$ cat config.mk
export PLATFORM = sky130hd
export DESIGN_NAME = sdram_loader_flat
export DESIGN_NICKNAME = d
export VERILOG_FILES = /design/src/rtl/sdram_pkg.sv /design/src/rtl/sdram_loader_if.sv /design/src/rtl/sdram_loader_fifo.sv /design/src/rtl/sdram_loader.sv /design/src/flat_wrapper.sv
export SDC_FILE = /design/constraint.sdc
export NUM_CORES = 1
export LEC_CHECK = 0
export ABC_AREA = 1
export ABC_CLOCK_PERIOD_IN_PS = 2100
export CAP_MARGIN = 20
export CORE_MARGIN = 4
export CORE_UTILIZATION = 55
export CTS_CLUSTER_SIZE = 30
export DETAILED_ROUTE_END_ITERATION = 8
export GPL_TIMING_DRIVEN = 0
export PLACE_DENSITY = 0.87
export RECOVER_POWER = 50
export SKIP_CTS_REPAIR_TIMING = 1
export SLEW_MARGIN = 30
export SYNTH_ARGS = -nofsm -noshare
export SYNTH_HDL_FRONTEND = slang
export SYNTH_SLANG_ARGS = --single-unit
$ cat constraint.sdc
create_clock -name sdram_clk -period 2.1 [get_ports sdram_clk]
set_input_delay 0.315 -clock sdram_clk [delete_from_list [all_inputs] [get_ports sdram_clk]]
set_output_delay 0.315 -clock sdram_clk [all_outputs]
set_load 0.005 [all_outputs]
$ cat src/rtl/sdram_pkg.sv
// sdram_pkg: definitions shared by the SDRAM bus interface and its upstream clients.
// Holds the default word-address width, the bus data width, the state encodings
// of the loader's load FSM and write engine, and a byte-to-word packing helper.
package sdram_pkg;

  localparam int SDRAM_ADDR_BITS = 22;  // {ba, col, row} word address
  localparam int SDRAM_DATA_BITS = 16;

  // Load FSM: accept bytes, wait for the FIFO to drain, report completion.
  typedef enum logic [1:0] {
    IDLE  = 2'd0,
    FILL  = 2'd1,
    DRAIN = 2'd2,
    DONE  = 2'd3
  } load_state_e;

  // Write engine: one bus transaction at a time.
  typedef enum logic [1:0] {
    WR_IDLE = 2'd0,
    WR_REQ  = 2'd1,
    WR_GAP  = 2'd2
  } wr_state_e;

  // Little-endian packing: the earlier byte lands in the low half.
  function automatic logic [SDRAM_DATA_BITS-1:0] pack_word(input logic [7:0] lo_byte,
                                                           input logic [7:0] hi_byte);
    return {hi_byte, lo_byte};
  endfunction

endpackage

$ cat src/rtl/sdram_loader_if.sv
// sdram_bus: one request channel into the SDRAM controller.
//   req        master -> slave  write request, held until completion
//   we         master -> slave  write enable (1 for every loader transaction)
//   address    master -> slave  word address {ba, col, row}
//   data_write master -> slave  16-bit write word
//   busy       slave  -> master raised with req, falls when the access completes
interface sdram_bus #(
  parameter int ADDR_BITS = sdram_pkg::SDRAM_ADDR_BITS
) ();

  logic                                 req;
  logic                                 we;
  logic [ADDR_BITS-1:0]                 address;
  logic [sdram_pkg::SDRAM_DATA_BITS-1:0] data_write;
  logic                                 busy;

  modport master (
    output req, we, address, data_write,
    input  busy
  );

  modport slave (
    input  req, we, address, data_write,
    output busy
  );

endinterface

$ cat src/rtl/sdram_loader_fifo.sv
// sdram_loader_fifo: small synchronous FIFO for packed SDRAM words.
//   clk, rst_n  clock and asynchronous active-low reset
//   push/push_data  write side; ignored when full unless a pop frees the slot
//   pop/pop_data    read side; pop_data shows the head entry (first-word fall-through)
//   full/empty      status flags derived from pointers with one extra wrap bit
module sdram_loader_fifo #(
  parameter int WIDTH = 16,
  parameter int DEPTH = 4
) (
  input  logic             clk,
  input  logic             rst_n,
  input  logic             push,
  input  logic [WIDTH-1:0] push_data,
  input  logic             pop,
  output logic [WIDTH-1:0] pop_data,
  output logic             full,
  output logic             empty
);

  localparam int PTR_BITS = $clog2(DEPTH);

  logic [WIDTH-1:0]  mem_r [DEPTH];
  logic [PTR_BITS:0] wr_ptr_r;
  logic [PTR_BITS:0] rd_ptr_r;
  logic              full_s;
  logic              empty_s;
  logic              wr_en_s;
  logic              rd_en_s;

  // Same index with differing wrap bits means every slot is occupied.
  assign empty_s = (wr_ptr_r == rd_ptr_r);
  assign full_s  = (wr_ptr_r[PTR_BITS] != rd_ptr_r[PTR_BITS]) &&
                   (wr_ptr_r[PTR_BITS-1:0] == rd_ptr_r[PTR_BITS-1:0]);

  // A pop in the same cycle frees the slot a push into a full FIFO needs.
  assign rd_en_s = pop && !empty_s;
  assign wr_en_s = push && (!full_s || rd_en_s);

  assign pop_data = mem_r[rd_ptr_r[PTR_BITS-1:0]];
  assign full     = full_s;
  assign empty    = empty_s;

  // Storage and pointer update.
  always_ff @(posedge clk or negedge rst_n) begin
    if (!rst_n) begin
      wr_ptr_r <= {(PTR_BITS+1){1'b0}};
      rd_ptr_r <= {(PTR_BITS+1){1'b0}};
      for (int i = 0; i < DEPTH; i++) begin
        mem_r[i] <= {WIDTH{1'b0}};
      end
    end else begin
      if (wr_en_s) begin
        mem_r[wr_ptr_r[PTR_BITS-1:0]] <= push_data;
        wr_ptr_r <= wr_ptr_r + {{PTR_BITS{1'b0}}, 1'b1};
      end
      if (rd_en_s) begin
        rd_ptr_r <= rd_ptr_r + {{PTR_BITS{1'b0}}, 1'b1};
      end
    end
  end

endmodule

$ cat src/rtl/sdram_loader.sv
// sdram_loader: packs a byte stream into 16-bit little-endian words and writes them
// to consecutive SDRAM word addresses through one sdram_bus master channel.
//   sdram_clk, rst_n          clock shared with the controller, async active-low reset
//   start, start_addr         1-cycle pulse latching the first word address (IDLE only)
//   s_data/s_valid/s_last     byte stream; s_last marks the final byte
//   s_ready                   byte accepted on s_valid && s_ready
//   active                    load in progress
//   done                      1-cycle pulse once the last word is written
//   words                     words written in the current/last load (wraps)
//   bus                       sdram_bus master (req, we, address, data_write; busy in)
module sdram_loader
  import sdram_pkg::*;
#(
  parameter int ADDR_BITS  = SDRAM_ADDR_BITS,
  parameter int FIFO_DEPTH = 4
) (
  input  logic                 sdram_clk,
  input  logic                 rst_n,
  input  logic                 start,
  input  logic [ADDR_BITS-1:0] start_addr,
  input  logic [7:0]           s_data,
  input  logic                 s_valid,
  input  logic                 s_last,
  output logic                 s_ready,
  output logic                 active,
  output logic                 done,
  output logic [ADDR_BITS-1:0] words,
  sdram_bus.master             bus
);

  localparam logic [ADDR_BITS-1:0] ADDR_ONE = {{(ADDR_BITS-1){1'b0}}, 1'b1};

  load_state_e                load_state_r;
  wr_state_e                  wr_state_r;
  logic [ADDR_BITS-1:0]       base_r;
  logic [ADDR_BITS-1:0]       words_r;
  logic                       active_r;
  logic                       done_r;
  logic                       last_seen_r;
  logic                       hi_phase_r;   // next accepted byte is the odd (high) byte
  logic [7:0]                 lo_byte_r;
  logic                       req_r;
  logic                       we_r;
  logic [ADDR_BITS-1:0]       addr_r;
  logic [SDRAM_DATA_BITS-1:0] data_r;

  logic                       s_ready_s;
  logic                       accept_s;
  logic                       start_accept_s;
  logic                       push_s;
  logic [SDRAM_DATA_BITS-1:0] push_data_s;
  logic                       pop_s;
  logic [SDRAM_DATA_BITS-1:0] fifo_dout_s;
  logic                       fifo_full_s;
  logic                       fifo_empty_s;
  logic                       wr_done_s;

  // s_ready is decoded from registered state only, so reset clears it at once.
  assign s_ready_s      = (load_state_r == FILL) && !fifo_full_s && !last_seen_r;
  assign accept_s       = s_valid && s_ready_s;
  assign start_accept_s = start && (load_state_r == IDLE);
  assign wr_done_s      = (wr_state_r == WR_REQ) && !bus.busy;
  assign pop_s          = ((wr_state_r == WR_IDLE) || (wr_state_r == WR_GAP)) && !fifo_empty_s;

  // Byte packer: push on every odd byte, or on an even byte that ends the load.
  always_comb begin
    push_s      = 1'b0;
    push_data_s = {SDRAM_DATA_BITS{1'b0}};
    if (accept_s) begin
      if (hi_phase_r) begin
        push_s      = 1'b1;
        push_data_s = pack_word(lo_byte_r, s_data);
      end else if (s_last) begin
        push_s      = 1'b1;
        push_data_s = pack_word(s_data, 8'h00);
      end else begin
        push_s      = 1'b0;
        push_data_s = {SDRAM_DATA_BITS{1'b0}};
      end
    end else begin
      push_s      = 1'b0;
      push_data_s = {SDRAM_DATA_BITS{1'b0}};
    end
  end

  sdram_loader_fifo #(
    .WIDTH (SDRAM_DATA_BITS),
    .DEPTH (FIFO_DEPTH)
  ) u_fifo (
    .clk       (sdram_clk),
    .rst_n     (rst_n),
    .push      (push_s),
    .push_data (push_data_s),
    .pop       (pop_s),
    .pop_data  (fifo_dout_s),
    .full      (fifo_full_s),
    .empty     (fifo_empty_s)
  );

  // Load FSM with byte packer state and the active/done outputs.
  always_ff @(posedge sdram_clk or negedge rst_n) begin
    if (!rst_n) begin
      load_state_r <= IDLE;
      base_r       <= {ADDR_BITS{1'b0}};
      active_r     <= 1'b0;
      done_r       <= 1'b0;
      last_seen_r  <= 1'b0;
      hi_phase_r   <= 1'b0;
      lo_byte_r    <= 8'h00;
    end else begin
      case (load_state_r)
        IDLE: begin
          done_r <= 1'b0;
          if (start) begin
            base_r       <= start_addr;
            active_r     <= 1'b1;
            last_seen_r  <= 1'b0;
            hi_phase_r   <= 1'b0;
            load_state_r <= FILL;
          end
        end
        FILL: begin
          if (accept_s) begin
            if (hi_phase_r) begin
              hi_phase_r <= 1'b0;
            end else if (!s_last) begin
              lo_byte_r  <= s_data;
              hi_phase_r <= 1'b1;
            end
            if (s_last) begin
              last_seen_r  <= 1'b1;
              load_state_r <= DRAIN;
            end
          end
        end
        DRAIN: begin
          // Outside WR_REQ the last popped word has already been acknowledged.
          if (fifo_empty_s && (wr_state_r != WR_REQ)) begin
            done_r       <= 1'b1;
            active_r     <= 1'b0;
            load_state_r <= DONE;
          end
        end
        DONE: begin
          done_r       <= 1'b0;
          load_state_r <= IDLE;
        end
        default: begin
          done_r       <= 1'b0;
          active_r     <= 1'b0;
          load_state_r <= IDLE;
        end
      endcase
    end
  end

  // Write engine: issue one request per FIFO word and wait for busy to fall.
  always_ff @(posedge sdram_clk or negedge rst_n) begin
    if (!rst_n) begin
      wr_state_r <= WR_IDLE;
      req_r      <= 1'b0;
      we_r       <= 1'b0;
      addr_r     <= {ADDR_BITS{1'b0}};
      data_r     <= {SDRAM_DATA_BITS{1'b0}};
    end else begin
      case (wr_state_r)
        WR_IDLE, WR_GAP: begin
          // WR_GAP is the single low cycle of req; it may issue the next word
          // directly so back-to-back writes keep a one-cycle gap.
          if (!fifo_empty_s) begin
            req_r      <= 1'b1;
            we_r       <= 1'b1;
            addr_r     <= base_r + words_r;
            data_r     <= fifo_dout_s;
            wr_state_r <= WR_REQ;
          end else begin
            wr_state_r <= WR_IDLE;
          end
        end
        WR_REQ: begin
          if (!bus.busy) begin
            req_r      <= 1'b0;
            we_r       <= 1'b0;
            wr_state_r <= WR_GAP;
          end
        end
        default: begin
          req_r      <= 1'b0;
          we_r       <= 1'b0;
          wr_state_r <= WR_IDLE;
        end
      endcase
    end
  end

  // Completed-word counter; cleared by an accepted start, wraps like the address.
  always_ff @(posedge sdram_clk or negedge rst_n) begin
    if (!rst_n) begin
      words_r <= {ADDR_BITS{1'b0}};
    end else if (start_accept_s) begin
      words_r <= {ADDR_BITS{1'b0}};
    end else if (wr_done_s) begin
      words_r <= words_r + ADDR_ONE;
    end
  end

  assign s_ready        = s_ready_s;
  assign active         = active_r;
  assign done           = done_r;
  assign words          = words_r;
  assign bus.req        = req_r;
  assign bus.we         = we_r;
  assign bus.address    = addr_r;
  assign bus.data_write = data_r;

endmodule

$ cat src/flat_wrapper.sv
// flat-port wrapper written by rule: the top's interface ports become plain ports
module sdram_loader_flat import sdram_pkg::*;
#(
  parameter int ADDR_BITS  = SDRAM_ADDR_BITS,
  parameter int FIFO_DEPTH = 4
)
  (sdram_clk, rst_n, start, start_addr, s_data, s_valid, s_last, s_ready, active, done, words, bus_req, bus_we, bus_address, bus_data_write, bus_busy);
  sdram_bus #(.ADDR_BITS(ADDR_BITS)) bus_i ();
  input  logic sdram_clk;
  input  logic rst_n;
  input  logic start;
  input  logic [ADDR_BITS-1:0] start_addr;
  input  logic [7:0] s_data;
  input  logic s_valid;
  input  logic s_last;
  output logic s_ready;
  output logic active;
  output logic done;
  output logic [ADDR_BITS-1:0] words;
  output wire logic [$bits(bus_i.req)-1:0] bus_req;
  output wire logic [$bits(bus_i.we)-1:0] bus_we;
  output wire logic [$bits(bus_i.address)-1:0] bus_address;
  output wire logic [$bits(bus_i.data_write)-1:0] bus_data_write;
  input wire logic [$bits(bus_i.busy)-1:0] bus_busy;
  assign bus_req = bus_i.req;
  assign bus_we = bus_i.we;
  assign bus_address = bus_i.address;
  assign bus_data_write = bus_i.data_write;
  assign bus_i.busy = bus_busy;
  sdram_loader #(.ADDR_BITS(ADDR_BITS), .FIFO_DEPTH(FIFO_DEPTH)) u_core (.sdram_clk(sdram_clk), .rst_n(rst_n), .start(start), .start_addr(start_addr), .s_data(s_data), .s_valid(s_valid), .s_last(s_last), .s_ready(s_ready), .active(active), .done(done), .words(words), .bus(bus_i));
endmodule
==> flow_metrics.tcl, run 1 <==
set metrics [dict create \
    synth_ff_type "dfrtp_1" \
    nFillCells 1200 \
    ys_async_sr_fraction_pct 100 \
    syn-instance-count 1226 \
    r2r_slack_ns 0.01 \
    grt_util_all_layers_pct 29.2 \
    fmax_mhz 479 \
    hold_start "start_addr[11]" \
    cts_sinks 169 \
    power_leakage_nw 5.68 \
    synthTopCellsByCount "441 x nand2_1, 169 x dfrtp_1, 131 x nor2_1" \
    synth-simple-area-share_pct 29.3 \
    hold_class "primary input to register" \
    synth_warnings 0 \
    r2r-end "u_core.u_fifo.mem_r[13]$_DFFE_PN0P_" \
    synth_compound_area_share_pct 10.8 \
    cp-start-kind "register" \
    die-area_sq_mm 0.0187 \
    grt_max_degree 88 \
    fin_nets 1421 \
    fin_crit_ns 2.09 \
    diodes 0 \
    synth-adder-area-share_pct 4.35 \
    finalClockSkew_ns 0.0115 \
    yosys.area.top_type_share_pct 46.5 \
    ys_seq_area_share_pct 46.5 \
    synth_area_sq_mm 0.00909 \
    required_ns 2.45 \
    end_kind "register" \
    drtIter0Drc 926 \
    powerDensity_mw_per_mm2 1380 \
    start_util_pct 56.6 \
    drive_gt1_share_pct 7.10 \
    coreArea_sq_mm 0.0161 \
    synth_edf_count 0 \
    wl_mm 26.2 \
    totalPowerFinal_mw 15.4 \
    area_growth_pct 22.8 \
    reg2reg_depth 11 \
    wl_per_cell_microns 16.6 \
    synthXorXnorAreaFrac_pct 1.83 \
    drc 0 \
    routed_via_density 5.64 \
    crit_slowest_cell "dfrtp_1" \
    synth.top_cells.by_area "dfrtp_1 47%, nand2_1 18%, o21ai_0 5.9%" \
    synth_seq_cells 169 \
    hold_depth 3 \
    port_buffers 100 \
    muxShareOfSynthArea_pct 0 \
    drtPass1Iterations 6 \
    rsz0062_at_grt "true" \
    antenna_found_initial 0 \
    grt_pass1_wl_mm 42.8 \
    maxCapViolations 0 \
    holdPathEnd "u_core.base_r[11]$_DFFE_PN0P_" \
    die_w_microns 137 \
    io-pin-count 101 \
    cts_tree "yes" \
    cts_root_buf "clkbuf_16" \
    yosysTopAreaCell "dfrtp_1" \
    hpwl_mm 18.3 \
    slowest_delay_ns 0.39 \
    ant_nets 0 \
    worstPathCellList "buf_4 > xnor2_4 > nand3_2 > buf_4 > buf_4 > nand4_4 > buf_6 > nor2_8 > buf_6 > nor2_1 > a21oi_1" \
    fin_tns_setup_ns 0 \
    critical_path_class "register to register" \
    numCtsBuffers 17 \
    vias 8926 \
    worst_slew_pin_slew_ns 1.17 \
    synth_cell_types 31 \
    h-tree-depth 4 \
    peakVddDrop_v 0.000863 \
    pre_cts_ws_ns -0.217 \
    worst_slack_ns 0.0122 \
    rows 46 \
    globalRouteOverflowTotal 0 \
    cpMostUsedCell "buf_4" \
    setup_violations 0 \
    synth_top_family_by_area "simple AND/OR/NAND/NOR gates" \
    synthesis.nets 1293 \
    post-route-period-util_pct 99.4 \
    path_clk_slew_ns 0.07 \
    postSynthAreaPerCell_sq_um 7.42 \
    place_congestion 0.962 \
    clk_path_buf_depth 2 \
    max-slew-margin-rel_pct 22.1 \
    hold_ws_ns 0.420 \
    maxSlewViolCount 0 \
    timing.rr.start "u_core.u_fifo.rd_ptr_r[1]$_DFFE_PN0P_" \
    path_max_fanout 10 \
    hold_viol 0 \
    status "completed" \
    clk_latency_ns 0.44 \
    die_h_microns 137 \
    grt_pass1_vias 8696 \
    synth.most_common_cell "nand2_1" \
    crit_arrival_ns 2.44 \
]
cells in the final DEF (no fill, tap or decap), types with 11 or more instances in the layout:
master           synthesis  final
a21oi_1                 61     61
nor3_1                  11     11
inv_1                  120    118
nand4_1                 15     15
ha_1                    30     27
nand2_1                441    438
buf_2                   21     17
dlygate4sd3_1            0     25
clkdlybuf4s50_1          0     74
nand3_1                 42     40
clkbuf_16                0     17
nor2_1                 131    128
dfrtp_1                169    166
clkbuf_1                15     14
o21ai_0                108    105
cell type report:
type	count	area, sq um	share of cell area, %
multi-input combinational	894	4300	38.5
sequential	169	4230	37.9
timing repair buffer	110	1100	9.84
inverter	121	458	4.10
clock buffer	18	439	3.93
tap	216	270	2.42
buffer	41	215	1.93
clock inverter	13	158	1.41
cell families (layout without fill, tap and decap cells):
kind of cell               count (synthesis)  count (layout)
adders and majority gates                 31              31
and+or+nand+nor                          658             658
buffers and inverters                    163             303
xor gates and xnor gates                  19              19
AOI/OAI and AO/OA                        186             186
DFF                                      169             169
critical path, delay by kind of cell, from the launching register on:
kind / cells / cell delay, ns
buffers and inverters: 5 / 0.82
AO/OA/AOI/OAI: 1 / 0.13
flip-flops: 1 / 0.39
XOR/XNOR: 1 / 0.15
AND/OR/NAND/NOR: 4 / 0.51
state kept, by name, indices dropped and copies added (netlist names):
| name | flops |
|---|---|
| u_core.words | 22 |
| u_core.bus.address | 22 |
| u_core.u_fifo.mem_r | 64 |
| u_core.bus.req | 1 |
| u_core.base_r | 22 |
| u_core.hi_phase_r | 1 |
| u_core.wr_state_r | 2 |
| u_core.u_fifo.rd_ptr_r | 3 |
| u_core.lo_byte_r | 8 |
| u_core.done | 1 |
| u_core.load_state_r | 2 |
| u_core.active | 1 |
| u_core.bus.data_write | 16 |
| u_core.last_seen_r | 1 |
| u_core.u_fifo.wr_ptr_r | 3 |
through the flow:
stage                     std cells  cell area (sq um)  utilization [%]
after floorplan                1226               9090                -
after global placement         1542              10400             64.5
after detailed placement       1543              10400             64.7
after CTS                      1574              11000             68.5
after global routing           1582              11200             69.6
final                          1582              11200             69.6
routing by layer:
metal | up-vias | track usage, % | routed length, microns
met5 | - | 0 | 0
met4 | 0 | 12.7 | 912
met3 | 85 | 7.21 | 2510
met2 | 541 | 46.2 | 12400
met1 | 4151 | 38.2 | 10400
li1 | 4149 | - | -
worst max-delay path by stage:
stage / slack [ns] / depth (start not counted) / from / to
CTS: -0.36 / 7 / u_core.load_state_r[1]$_DFFE_PN0P_ / s_ready
floorplan: 0.23 / 13 / u_core.words[0]$_DFFE_PN0P_ / u_core.bus.address[16]$_DFFE_PN0P_
finish: 0.01 / 11 / u_core.u_fifo.rd_ptr_r[1]$_DFFE_PN0P_ / u_core.u_fifo.mem_r[13]$_DFFE_PN0P_
detailed placement: -0.22 / 8 / s_last / u_core.u_fifo.mem_r[59]$_DFFE_PN0P_
global placement: -6.09 / 1 / rst_n / u_core.lo_byte_r[4]$_DFFE_PN0P_
global route: -0.07 / 11 / u_core.u_fifo.rd_ptr_r[1]$_DFFE_PN0P_ / u_core.u_fifo.mem_r[13]$_DFFE_PN0P_
power by group:
group	total, mW	switching (mW)	internal [mW]
logic	6.78	4.11	2.66
clock network	3.22	1.40	1.82
registers	5.41	0.869	4.54
Power figures use the tool's default switching activity.
==> run 2: changes to the inputs <==
SKIP_CTS_REPAIR_TIMING = default   (was 1)
==> flow_metrics.tcl, run 2 (same netlist as run 1, synthesis figures left out) <==
set metrics [dict create \
    status "completed" \
    place_congestion 0.962 \
    r2r-end "u_core.base_r[2]$_DFFE_PN0P_" \
    setup_violations 0 \
    wl_per_cell_microns 16.4 \
    rows 46 \
    finalClockSkew_ns 0.00859 \
    r2r_slack_ns 0.09 \
    clk_path_buf_depth 2 \
    dpl.cell_count 1543 \
    worstPathCellList "inv_1 > ha_1 > nand2_1 > clkinv_1 > clkbuf_1 > nand2_1 > nand2_1" \
    wl_mm 25.9 \
    layout_commonest_cell "nand2_1" \
    clk_latency_ns 0.43 \
    rsz0062_at_grt "true" \
    holdPathEnd "u_core.base_r[11]$_DFFE_PN0P_" \
    area_growth_pct 22.1 \
    crit_arrival_ns 2.31 \
    post-route-period-util_pct 95.5 \
    die-area_sq_mm 0.0187 \
    crit_slowest_cell "dfrtp_1" \
    start_util_pct 56.6 \
    grt_util_all_layers_pct 29.3 \
    worst_slack_ns 0.0949 \
    regMostFlops "u_core.u_fifo.mem_r" \
    grt_max_degree 88 \
    globalRouteOverflowTotal 0 \
    maxSlewViolCount 0 \
    io-pin-count 101 \
    drtIter0Drc 989 \
    pre_cts_ws_ns -0.217 \
    slowest_delay_ns 0.43 \
    drtPass1Iterations 6 \
    required_ns 2.40 \
    path_clk_slew_ns 0.07 \
    p_switching_mw 6.31 \
    maxCapViolations 0 \
    vias 8877 \
    drive_gt1_share_pct 6.61 \
    drc 0 \
    grt_pass1_wl_mm 43.0 \
    power_frac_seq_pct 35.4 \
    fin_crit_ns 2.01 \
    peakVddDrop_v 0.000867 \
    diodes 0 \
    p_comb_share_pct 43.5 \
    p_int_mw 8.93 \
    cpMostUsedCell "nand2_1" \
    hpwl_mm 18.3 \
    hold_viol 0 \
    hold_ws_ns 0.420 \
    antenna_found_initial 0 \
    cp-start-kind "register" \
    largest_reg_flops 64 \
    die_w_microns 137 \
    power_leakage_nw 5.65 \
    cts_root_buf "clkbuf_16" \
    max-slew-margin-rel_pct 22.0 \
    fmax_mhz 499 \
    port_buffers 100 \
    hold_depth 3 \
    hold_start "start_addr[11]" \
    grt_pass1_vias 8745 \
    ant_nets 0 \
    hold_class "primary input to register" \
    p_sw_share_pct 41.4 \
    power.share.clock_pct 21.1 \
    routed_via_density 5.63 \
    die_h_microns 137 \
    end_kind "register" \
    mostFrequentLayoutCells "439 x nand2_1, 166 x dfrtp_1, 128 x nor2_1, 117 x inv_1, 108 x o21ai_0" \
    instances_no_fill 1578 \
    coreArea_sq_mm 0.0161 \
    cts_sinks 169 \
    numCtsBuffers 17 \
    h-tree-depth 4 \
    fin_nets 1417 \
    reg2reg_depth 7 \
    timing.rr.start "u_core.load_state_r[0]$_DFFE_PN0P_" \
    critical_path_class "register to register" \
    path_max_fanout 10 \
    cts_tree "yes" \
    powerDensity_mw_per_mm2 1370 \
    worst_slew_pin_slew_ns 1.17 \
]
-- run 2: cell types whose count changed in the layout (fill, tap and decap cells not counted), sizes merged --
cell and change:
buf -3, clkbuf -1, clkdlybuf4s50 -1, clkinv +1, clkinvlp -1, dlygate4sd2 +1
dlygate4sd3 +1, dlymetal6s2s -1
-- run 2: what timing repair did --
item | in CTS | in global routing
setup endpoints to repair | 35 | 30
resized for setup | 13 | 13
buffers inserted | 4 | 0
hold endpoints to repair | 82 | 0
cloned | 0 | 0
pin swaps | 3 | 0
hold buffers | 1 | 0
-- run 2: area by class of cell --
cell class	instances	area, sq um
plain buffers	41	211
clock buffers	18	439
clock inverters	13	158
fillers	1216	4960
inverters	121	454
multi-input cells	894	4270
flip-flops and latches	169	4230
well taps	216	270
repair buffers	106	1060
-- run 2: critical path, delay by kind of cell (launching register included) --
kind / cells / cell delay (ns)
and+or+nand+nor: 3 / 0.42
DFF: 1 / 0.43
buffers and inverters: 3 / 0.79
adders and majority gates: 1 / 0.24
-- run 2: power by group through the flow --
| stage | Sequential (mW) | Clock, mW | Combinational [mW] |
|---|---|---|---|
| final | 5.40 | 3.21 | 6.63 |
| after floorplan | 5.19 | 0 | 3.98 |
| after detailed placement | 5.38 | 0 | 6.37 |
| after global placement | 5.36 | 0 | 6.14 |
| after global routing | 5.53 | 3.37 | 7.47 |
| after CTS | 5.37 | 3.22 | 6.62 |
-- run 2: worst max path at each step --
| stage | to | start | slack [ns] | cells past startpoint |
|---|---|---|---|---|
| 6_report | u_core.base_r[2]$_DFFE_PN0P_ | u_core.load_state_r[0]$_DFFE_PN0P_ | 0.09 | 7 |
| 3_3_place_gp | u_core.lo_byte_r[4]$_DFFE_PN0P_ | rst_n | -6.09 | 1 |
| 3_5_place_dp | u_core.u_fifo.mem_r[59]$_DFFE_PN0P_ | s_last | -0.22 | 8 |
| 5_1_grt | u_core.base_r[2]$_DFFE_PN0P_ | u_core.load_state_r[0]$_DFFE_PN0P_ | -0.004 | 7 |
| 4_1_cts | u_core.bus.address[12]$_DFFE_PN0P_ | u_core.words[1]$_DFFE_PN0P_ | 0.05 | 12 |
| 2_1_floorplan | u_core.bus.address[16]$_DFFE_PN0P_ | u_core.words[0]$_DFFE_PN0P_ | 0.23 | 13 |
-- run 2: through the flow --
stage	setup TNS, ns	power [mW]	util [%]	area (sq um)
2_1_floorplan	0	9.17	-	9090
3_3_place_gp	-1033.17	11.5	64.5	10400
3_5_place_dp	-8.72	11.8	64.7	10400
4_1_cts	0	15.2	68.9	11100
5_1_grt	-0.00362	16.4	69.1	11100
6_report	0	15.2	69.1	11100
-- run 2: per-layer routing --
layer,vias up,routed length [microns],GRT usage (%)
li1,4142,-,-
met1,4136,10100,38.3
met2,513,12300,46.5
met3,86,2620,7.17
met4,0,925,13.2
met5,-,0,0
